<file path="config.mk">
export PLATFORM = sky130hd
export DESIGN_NAME = ifmap_scratchpad_datapath
export DESIGN_NICKNAME = d
export VERILOG_FILES = /design/src/rtl/ifmap_scratchpad_datapath.sv
export SDC_FILE = /design/constraint.sdc
export NUM_CORES = 1
export LEC_CHECK = 0
export BUFFER_PORTS_ARGS = -buffer_cell sky130_fd_sc_hd__buf_2
export CAP_MARGIN = 15
export CORE_AREA = 8 8 204 206
export DETAILED_ROUTE_END_ITERATION = 8
export DIE_AREA = 0 0 212 214
export GPL_TIMING_DRIVEN = 0
export SETUP_SLACK_MARGIN = 0.02
export SYNTH_ARGS = -nofsm -noshare
export SYNTH_HDL_FRONTEND = slang
export SYNTH_SLANG_ARGS = --single-unit
</file>
<file path="constraint.sdc">
create_clock -name clk -period 5.3 [get_ports clk]
set_input_delay 1.06 -clock clk [delete_from_list [all_inputs] [get_ports clk]]
set_output_delay 1.06 -clock clk [all_outputs]
set_load 0.03 [all_outputs]
</file>
<file path="src/rtl/ifmap_scratchpad_datapath.sv">
// Circular IFMap scratchpad with window start/offset/length bookkeeping.
// Serves one filter window at a time and tracks row position for stride/next-row steps.
module ifmap_scratchpad_datapath #(
    parameter int unsigned POINTER_SIZE = 8,
    parameter int unsigned DATA_WIDTH   = 16,
    parameter int unsigned IFMAP_SIZE   = 16,
    parameter int unsigned STRIDE_SIZE  = 3
) (
    input  logic                    clk,
    input  logic                    rst,
    input  logic                    write_counter_en,
    input  logic [DATA_WIDTH-1:0]   din,
    input  logic                    read_en,
    input  logic                    stride_en,
    input  logic                    ld_start_row,
    input  logic [STRIDE_SIZE-1:0]  stride,
    input  logic [POINTER_SIZE-1:0] filter_len,
    input  logic [POINTER_SIZE-1:0] row_len,
    output logic [DATA_WIDTH-1:0]   dout,
    output logic                    dout_valid,
    output logic [POINTER_SIZE-1:0] read_pointer,
    output logic [POINTER_SIZE-1:0] write_pointer,
    output logic [POINTER_SIZE-1:0] len_counter,
    output logic                    full,
    output logic                    co_filter,
    output logic                    end_row,
    output logic                    next_row
);

    localparam int unsigned AW = (IFMAP_SIZE > 1) ? $clog2(IFMAP_SIZE) : 1;
    localparam int unsigned EW = POINTER_SIZE + 2;
    typedef logic [EW-1:0] ext_t;
    localparam ext_t DEPTH = ext_t'(IFMAP_SIZE);

    logic [POINTER_SIZE-1:0] wp_q, wp_d;
    logic [POINTER_SIZE-1:0] start_q, start_d;
    logic [POINTER_SIZE-1:0] offset_q, offset_d;
    logic [POINTER_SIZE-1:0] pos_q, pos_d;
    logic [POINTER_SIZE-1:0] len_q, len_d;
    logic [DATA_WIDTH-1:0]   dout_q, dout_d;
    logic                    dout_valid_q, dout_valid_d;
    logic [DATA_WIDTH-1:0]   mem [IFMAP_SIZE];

    logic wr_en;
    logic hit;
    logic last_elem;
    ext_t dec;
    ext_t len_inc;

    // Operands are always below IFMAP_SIZE, so a single conditional subtract wraps.
    function automatic logic [POINTER_SIZE-1:0] wrap_add(input logic [POINTER_SIZE-1:0] a,
                                                        input ext_t b);
        ext_t s;
        s = ext_t'(a) + b;
        if (s >= DEPTH) begin
            s = s - DEPTH;
        end
        return s[POINTER_SIZE-1:0];
    endfunction

    always_comb begin
        read_pointer = wrap_add(start_q, ext_t'(offset_q));
        wr_en        = write_counter_en && !full;
        hit          = read_en && (offset_q < len_q);
        last_elem    = (ext_t'(offset_q) + ext_t'(1)) == ext_t'(filter_len);
        co_filter    = hit && last_elem;
        end_row      = (ext_t'(pos_q) + ext_t'(stride) + ext_t'(filter_len)) > ext_t'(row_len);
        next_row     = co_filter && end_row;
    end

    always_comb begin
        wp_d         = wp_q;
        start_d      = start_q;
        offset_d     = offset_q;
        pos_d        = pos_q;
        dout_d       = dout_q;
        dout_valid_d = hit;
        dec          = '0;
        len_inc      = ext_t'(len_q) + ext_t'(wr_en);

        if (wr_en) begin
            wp_d = wrap_add(wp_q, ext_t'(1));
        end

        if (hit) begin
            dout_d   = mem[read_pointer[AW-1:0]];
            offset_d = last_elem ? '0 : offset_q + 1'b1;
        end

        if (ld_start_row) begin
            dec      = (row_len >= pos_q) ? ext_t'(row_len) - ext_t'(pos_q) : '0;
            pos_d    = '0;
            offset_d = '0;
        end else if (stride_en) begin
            dec      = ext_t'(stride);
            pos_d    = pos_q + POINTER_SIZE'(stride);
            offset_d = '0;
        end

        start_d = wrap_add(start_q, dec);
        // Over-large decrements are a controller fault; clamp rather than wrap the count.
        if (dec > len_inc) begin
            len_d = '0;
        end else begin
            len_d = POINTER_SIZE'(len_inc - dec);
        end
    end

    always_ff @(posedge clk) begin
        if (rst) begin
            wp_q         <= '0;
            start_q      <= '0;
            offset_q     <= '0;
            pos_q        <= '0;
            len_q        <= '0;
            dout_q       <= '0;
            dout_valid_q <= 1'b0;
        end else begin
            wp_q         <= wp_d;
            start_q      <= start_d;
            offset_q     <= offset_d;
            pos_q        <= pos_d;
            len_q        <= len_d;
            dout_q       <= dout_d;
            dout_valid_q <= dout_valid_d;
        end
    end

    always_ff @(posedge clk) begin
        if (wr_en) begin
            mem[wp_q[AW-1:0]] <= din;
        end
    end

    assign write_pointer = wp_q;
    assign len_counter   = len_q;
    assign full          = ({1'b0, len_q} >= DEPTH[POINTER_SIZE:0]);
    assign dout          = dout_q;
    assign dout_valid    = dout_valid_q;

endmodule

</file>
==> impl_metrics.json, run 1 <==
{
  "status": "completed",
  "maxCapViolations": 0,
  "io_buffer_count": 84,
  "cts_tree": "done",
  "synth-edff-count": 256,
  "insertion_delay_ns": 0.54,
  "startpoint_type": "primary input",
  "rsz0062_at_grt": "true",
  "layout_common_cells": "edfxtp_1 (256), buf_2 (83), ha_1 (82)",
  "p_seq_frac": 0.391,
  "yosysTopAreaCell": "edfxtp_1",
  "num-fill-cells": 3397,
  "drc": 0,
  "multi_input_area_sq_mm": 0.00597,
  "postRouteAntennaNets": 0,
  "first_iter_violations": 713,
  "p_clk_frac": 0.328,
  "power_switching_share": 0.313,
  "synth_fp_nets": 1180,
  "synthArstFlopShare": 0,
  "avgSynthCellArea_sq_um": 14.4,
  "crit_path_max_fanout": 2,
  "avgRoutedWirePerCell_microns": 20.9,
  "vias": 9113,
  "netlist.area_leader.share": 0.510,
  "grt_pass1_vias": 9216,
  "fin_cells": 1716,
  "yosys_register_bits": 313,
  "final_hold_viol_count": 0,
  "dominantRegCellSynth": "edfxtp_1",
  "min_period_over_period": 0.974,
  "initial_core_util": 0.394,
  "drt_pass1_iterations": 5,
  "cts_max_level": 2,
  "cts_max_path_buffers": 3,
  "endpoint_kind": "primary output",
  "drt-total-wl_microns": 35900,
  "irDropWorstVdd_v": 0.000231,
  "maxSlewViolCount": 0,
  "power_density_mw_per_mm2": 429,
  "area_growth_pct": 15.8,
  "final_common_cell": "edfxtp_1",
  "p_total_mw": 7.49,
  "antenna_cells": 0,
  "routabilityCongestion": 0.851,
  "min_path_type": "reg2reg",
  "slew-limit-headroom": 0.234,
  "dieArea_sq_mm": 0.0454,
  "p_leak_nw": 6.31,
  "grt_antenna_before_repair": 2,
  "switchingPower_mw": 2.35,
  "required_ns": 4.24,
  "dp.cells": 1650,
  "ys_seq_area_frac": 0.585,
  "setup_violations": 0,
  "core_region_area_sq_mm": 0.0383,
  "ctsRootBufferMaster": "clkbuf_16",
  "cts_sinks": 313,
  "grt_overflow": 0,
  "arrival_ns": 4.10,
  "vias_per_cell": 5.31,
  "synth_area_sq_mm": 0.0151,
  "hold_buffers": 0,
  "dieWidth_microns": 212,
  "yosysWarnings": 0,
  "synth_cells": 1047,
  "worstMarginPinSlew_ns": 1.14,
  "dp_hpwl_microns": 24500,
  "drive_above_1_share": 0.207,
  "max_freq_mhz": 194,
  "path_class": "in2out",
  "pwr-share-comb": 0.281,
  "synth_area_leaders": "edfxtp_1 (51%), mux4_2 (11%), dfxtp_1 (7.6%)",
  "die_h_microns": 214,
  "layout_min_cycle_time_ns": 5.16,
  "seqCellArea_sq_mm": 0.00883,
  "clkTransAtPathRegs_ns": 0.06,
  "grt_max_degree": 17,
  "nets": 1305,
  "ios": 86,
  "whs_ns": 0.455,
  "intPower_mw": 5.15,
  "numCtsBuffers": 35,
  "grt_use_total": 0.158,
  "core.rowCount": 72,
  "grt_pass1_wl_microns": 55000,
  "skew_ns": 0.0226,
  "yosys.cell_types.count": 70
}
-- repair_timing --
action	4_1_cts	5_1_grt
gates resized for setup	8	19
setup buffers	1	1
pin swaps	5	0
endpoints found under the setup margin	3	9
-- synth_stat cells (22+ instances only) --
master and number:
nor3_1 22, inv_1 55, xnor2_1 31, clkbuf_1 29, dfxtp_1 57, ha_1 83
a21oi_1 42, nand2_1 68, nor2_1 51, edfxtp_1 256, mux4_2 75, o21ai_0 29
-- registers in the layout, summed over array words and instances (netlist names) --
signal and count:
offset_q 8, len_counter 8, start_q 8, mem 256
dout 16, pos_q 8, write_pointer 8, dout_valid 1
-- metal layers --
layer,wire [microns],GRT usage,up-vias,part of all wire
li1,-,-,4283,-
met1,15000,0.195,4528,0.42
met2,18000,0.276,246,0.50
met3,2090,0.0341,52,0.058
met4,706,0.0436,4,0.020
met5,27,0,-,0.00075
-- cell families after synthesis --
| kind of cell | count (synthesis) | synth area share |
|---|---|---|
| mux | 86 | 0.125 |
| xor+xnor | 50 | 0.0290 |
| simple gates | 260 | 0.0884 |
| compound gates | 152 | 0.0669 |
| buf+inv | 94 | 0.0248 |
| flops | 313 | 0.585 |
| fa+ha+maj | 92 | 0.0808 |
-- power groups by stage --
stage | clock, mW | sequential (mW) | combinational [mW]
3_3_place_gp | 0 | 2.98 | 2.08
2_1_floorplan | 0 | 3.09 | 1.36
5_1_grt | 2.61 | 2.95 | 2.31
3_5_place_dp | 0 | 2.98 | 2.10
6_report | 2.46 | 2.93 | 2.10
4_1_cts | 2.51 | 2.93 | 2.11
-- path summary, 6_finish.rpt --
check | from | endpoint | slack, ns | cells after the start
setup / recovery | stride[1] | next_row | 0.14 | 17
hold / removal | dout[1]$_SDFFE_PP0P_ | dout[1]$_SDFFE_PP0P_ | 0.46 | 2
setup reg to reg | pos_q[1]$_SDFFE_PP0P_ | start_q[4]$_SDFF_PP0_ | 0.43 | 20
hold reg to reg | dout[1]$_SDFFE_PP0P_ | dout[1]$_SDFFE_PP0P_ | 0.46 | 2
-- layout make-up --
class | instances | area share
repair buffers | 88 | 0.0279
clock buffers | 44 | 0.0526
flip-flops and latches | 313 | 0.505
multi-input cells | 640 | 0.342
inverters | 55 | 0.0118
plain buffers | 39 | 0.00960
well taps | 518 | 0.0371
clock inverters | 19 | 0.0136
-- through the flow --
stage | setup TNS [ns] | setup WS (ns) | cell area [sq um] | utilization
floorplan | 0 | 0.0236 | 15100 | -
global placement | -2.66 | -0.530 | 16200 | 0.422
detailed placement | -2.59 | -0.508 | 16200 | 0.423
CTS | 0 | 0.0236 | 17400 | 0.454
global route | -0.0924 | -0.0736 | 17500 | 0.456
finish | 0 | 0.139 | 17500 | 0.456
-- worst max-delay path, cell delays in order --
cell and delay (ns):
buf_8 0.10, fa_1 0.48, ha_2 0.21, fa_2 0.34, a21o_1 0.17, a21oi_2 0.14
o21bai_1 0.08, a21oi_1 0.17, xnor2_1 0.08, ha_1 0.30, nand2_2 0.08, nor4_4 0.15
o21ai_1 0.11, o211ai_1 0.18, o2bb2ai_4 0.16, and2_4 0.16, buf_6 0.12
No activity file was read; power rests on OpenSTA's default activity.
==> inputs of run 2 (changes only) <==
--- a/config.mk
+++ b/config.mk
@@ -11,6 +11,7 @@
 export DETAILED_ROUTE_END_ITERATION = 8
 export DIE_AREA = 0 0 212 214
 export GPL_TIMING_DRIVEN = 0
+export PLACE_DENSITY_LB_ADDON = 0.2
 export SETUP_SLACK_MARGIN = 0.02
 export SYNTH_ARGS = -nofsm -noshare
 export SYNTH_HDL_FRONTEND = slang
==> run 2 against run 1 <==
Via count up 0.44%. Combinational power about the same. Core utilization is 0.14 points lower. Clock-buffer cell count unchanged. Clock skew down 0.0071 ns. Global-route usage up 0.27 points. Highest routed layer unchanged. Critical endpoint unchanged. Sequential power about the same. Clock power is 3% lower. Non-clock buffer count did not move. Fmax decreased by 0.20%.
==> impl_metrics.json, run 2 (same netlist as run 1, synthesis figures left out) <==
{
  "multi_input_area_sq_mm": 0.00597,
  "ctsRootBufferMaster": "clkbuf_16",
  "p_clk_frac": 0.322,
  "final_common_cell": "edfxtp_1",
  "grt_overflow": 0,
  "drc": 0,
  "seqCellArea_sq_mm": 0.00883,
  "vias_per_cell": 5.35,
  "skew_ns": 0.0155,
  "largest_reg_flops": 256,
  "grt_pass1_vias": 9311,
  "layout_common_cells": "edfxtp_1 (256), buf_2 (83), ha_1 (82)",
  "dieWidth_microns": 212,
  "area_growth_pct": 15.5,
  "core_region_area_sq_mm": 0.0383,
  "power_switching_share": 0.317,
  "grt_pass1_wl_microns": 55800,
  "crit_path_max_fanout": 4,
  "dp_hpwl_microns": 25000,
  "setup_tns_ns": 0,
  "critical_path_buf_inv_count": 2,
  "rsz0062_at_grt": "true",
  "cts_sinks": 313,
  "clkTransAtPathRegs_ns": 0.06,
  "p_seq_frac": 0.394,
  "path_delay_family": "adder cells",
  "initial_core_util": 0.394,
  "irDropWorstVdd_v": 0.000202,
  "max_freq_mhz": 193,
  "hold_path_end": "dout[2]$_SDFFE_PP0P_",
  "worst_slack_ns": 0.129,
  "nets": 1305,
  "routabilityCongestion": 0.841,
  "power_density_mw_per_mm2": 427,
  "final_hold_viol_count": 0,
  "cts_tree": "done",
  "path_class": "in2out",
  "slowest_delay_ns": 0.48,
  "p_leak_nw": 6.29,
  "dp_slack_ns": -0.613,
  "drt_pass1_iterations": 5,
  "core.rowCount": 72,
  "endpoint_kind": "primary output",
  "layout_min_cycle_time_ns": 5.17,
  "rrSetupSlack_ns": 0.44,
  "maxSlewViolCount": 0,
  "startpoint_type": "primary input",
  "cts_max_path_buffers": 3,
  "critPathSlowestCell": "fa_1",
  "grt_antenna_before_repair": 3,
  "drive_above_1_share": 0.206,
  "drt-total-wl_microns": 36700,
  "pwr-share-comb": 0.285,
  "ff2ff_path_depth": 20,
  "io_buffer_count": 84,
  "hold_path_depth": 2,
  "insertion_delay_ns": 0.53,
  "postRouteAntennaNets": 0,
  "min_from": "dout[2]$_SDFFE_PP0P_",
  "grt_max_degree": 17,
  "reg2reg_from": "pos_q[1]$_SDFFE_PP0P_",
  "grt_use_total": 0.161,
  "num-fill-cells": 3419,
  "path_cells": "buf_8 -> fa_1 -> ha_2 -> fa_2 -> a21o_1 -> a21oi_2 -> o21bai_1 -> a21oi_1 -> xnor2_1 -> ha_1 -> nand2_2 -> nor4_4 -> o21ai_1 -> o211ai_1 -> o2bb2ai_4 -> and2_4 -> buf_6",
  "intPower_mw": 5.08,
  "maxCapViolations": 0,
  "avgRoutedWirePerCell_microns": 21.4,
  "slew-limit-headroom": 0.223,
  "min_period_over_period": 0.976,
  "arrival_ns": 4.11,
  "numCtsBuffers": 35,
  "dieArea_sq_mm": 0.0454,
  "cts_max_level": 2,
  "setup_violations": 0,
  "die_h_microns": 214,
  "switchingPower_mw": 2.36,
  "worstMarginPinSlew_ns": 1.17,
  "min_path_type": "reg2reg",
  "ios": 86,
  "status": "completed",
  "first_iter_violations": 657,
  "required_ns": 4.24,
  "reg2reg_to": "start_q[4]$_SDFF_PP0_",
  "vias": 9153
}
## run 2: cell types whose count changed in the layout (fill, tap and decap cells not counted), moves of 2 or more
| cell | before | now |
|---|---|---|
| dfxtp_1 | 57 | 55 |
| diode_2 | 0 | 2 |
| clkinvlp_4 | 3 | 0 |
| dfxtp_2 | 0 | 2 |
| clkinv_1 | 7 | 3 |
## run 2: cell type report
type / count / share of cell area
repair buffers: 88 / 0.0276
multi-input cells: 640 / 0.343
inverters: 55 / 0.0119
well taps: 518 / 0.0372
diodes: 2 / 0.000287
clock inverters: 13 / 0.0114
flip-flops and latches: 313 / 0.507
clock buffers: 44 / 0.0522
plain buffers: 39 / 0.00963
## run 2: how the worst max path moves through the flow
stage	start	end	slack, ns	depth (start not counted)
after floorplan	stride[1]	next_row	0.02	15
after global placement	row_len[3]	start_q[4]$_SDFF_PP0_	-0.56	20
after detailed placement	row_len[3]	start_q[4]$_SDFF_PP0_	-0.61	20
after CTS	stride[1]	next_row	0.04	17
after global routing	stride[1]	next_row	-0.04	17
final	stride[1]	next_row	0.13	17
## run 2: per-layer routing
layer / wire, microns / global-route usage / share of wire / vias up
met4: 988 / 0.0503 / 0.027 / 2
met5: 13 / 0 / 0.00035 / -
met2: 18100 / 0.276 / 0.49 / 249
li1: - / - / - / 4280
met1: 15500 / 0.202 / 0.42 / 4558
met3: 2090 / 0.0313 / 0.057 / 64
## run 2: what timing repair did
action	CTS	global route
pin swaps	4	0
setup endpoints to repair	5	9
buffers inserted	1	2
hold buffers	0	0
gates resized for setup	8	20
## run 2: stage by stage
stage                     hold slack, ns  area [sq um]  cells  utilization  power (mW)
after detailed placement           0.446         16200   1650        0.423        5.10
final                              0.452         17400   1712        0.455        7.44
after global placement             0.442         16200   1649        0.422        5.09
after CTS                          0.454         17300   1708        0.453        7.51
after floorplan                    0.516         15100   1047            -        4.45
after global routing               0.473         17400   1711        0.455        7.81
## run 2: worst min-delay path, cell delays in order (launching register included)
cell and delay [ns]:
dfxtp_1 0.30, nand2_1 0.05, a21oi_1 0.05
## run 2: power groups by stage
stage / Sequential (mW) / Combinational, mW / Clock, mW
2_1_floorplan: 3.09 / 1.36 / 0
3_3_place_gp: 2.98 / 2.11 / 0
3_5_place_dp: 2.98 / 2.12 / 0
4_1_cts: 2.93 / 2.13 / 2.45
5_1_grt: 2.95 / 2.33 / 2.53
6_report: 2.93 / 2.12 / 2.39
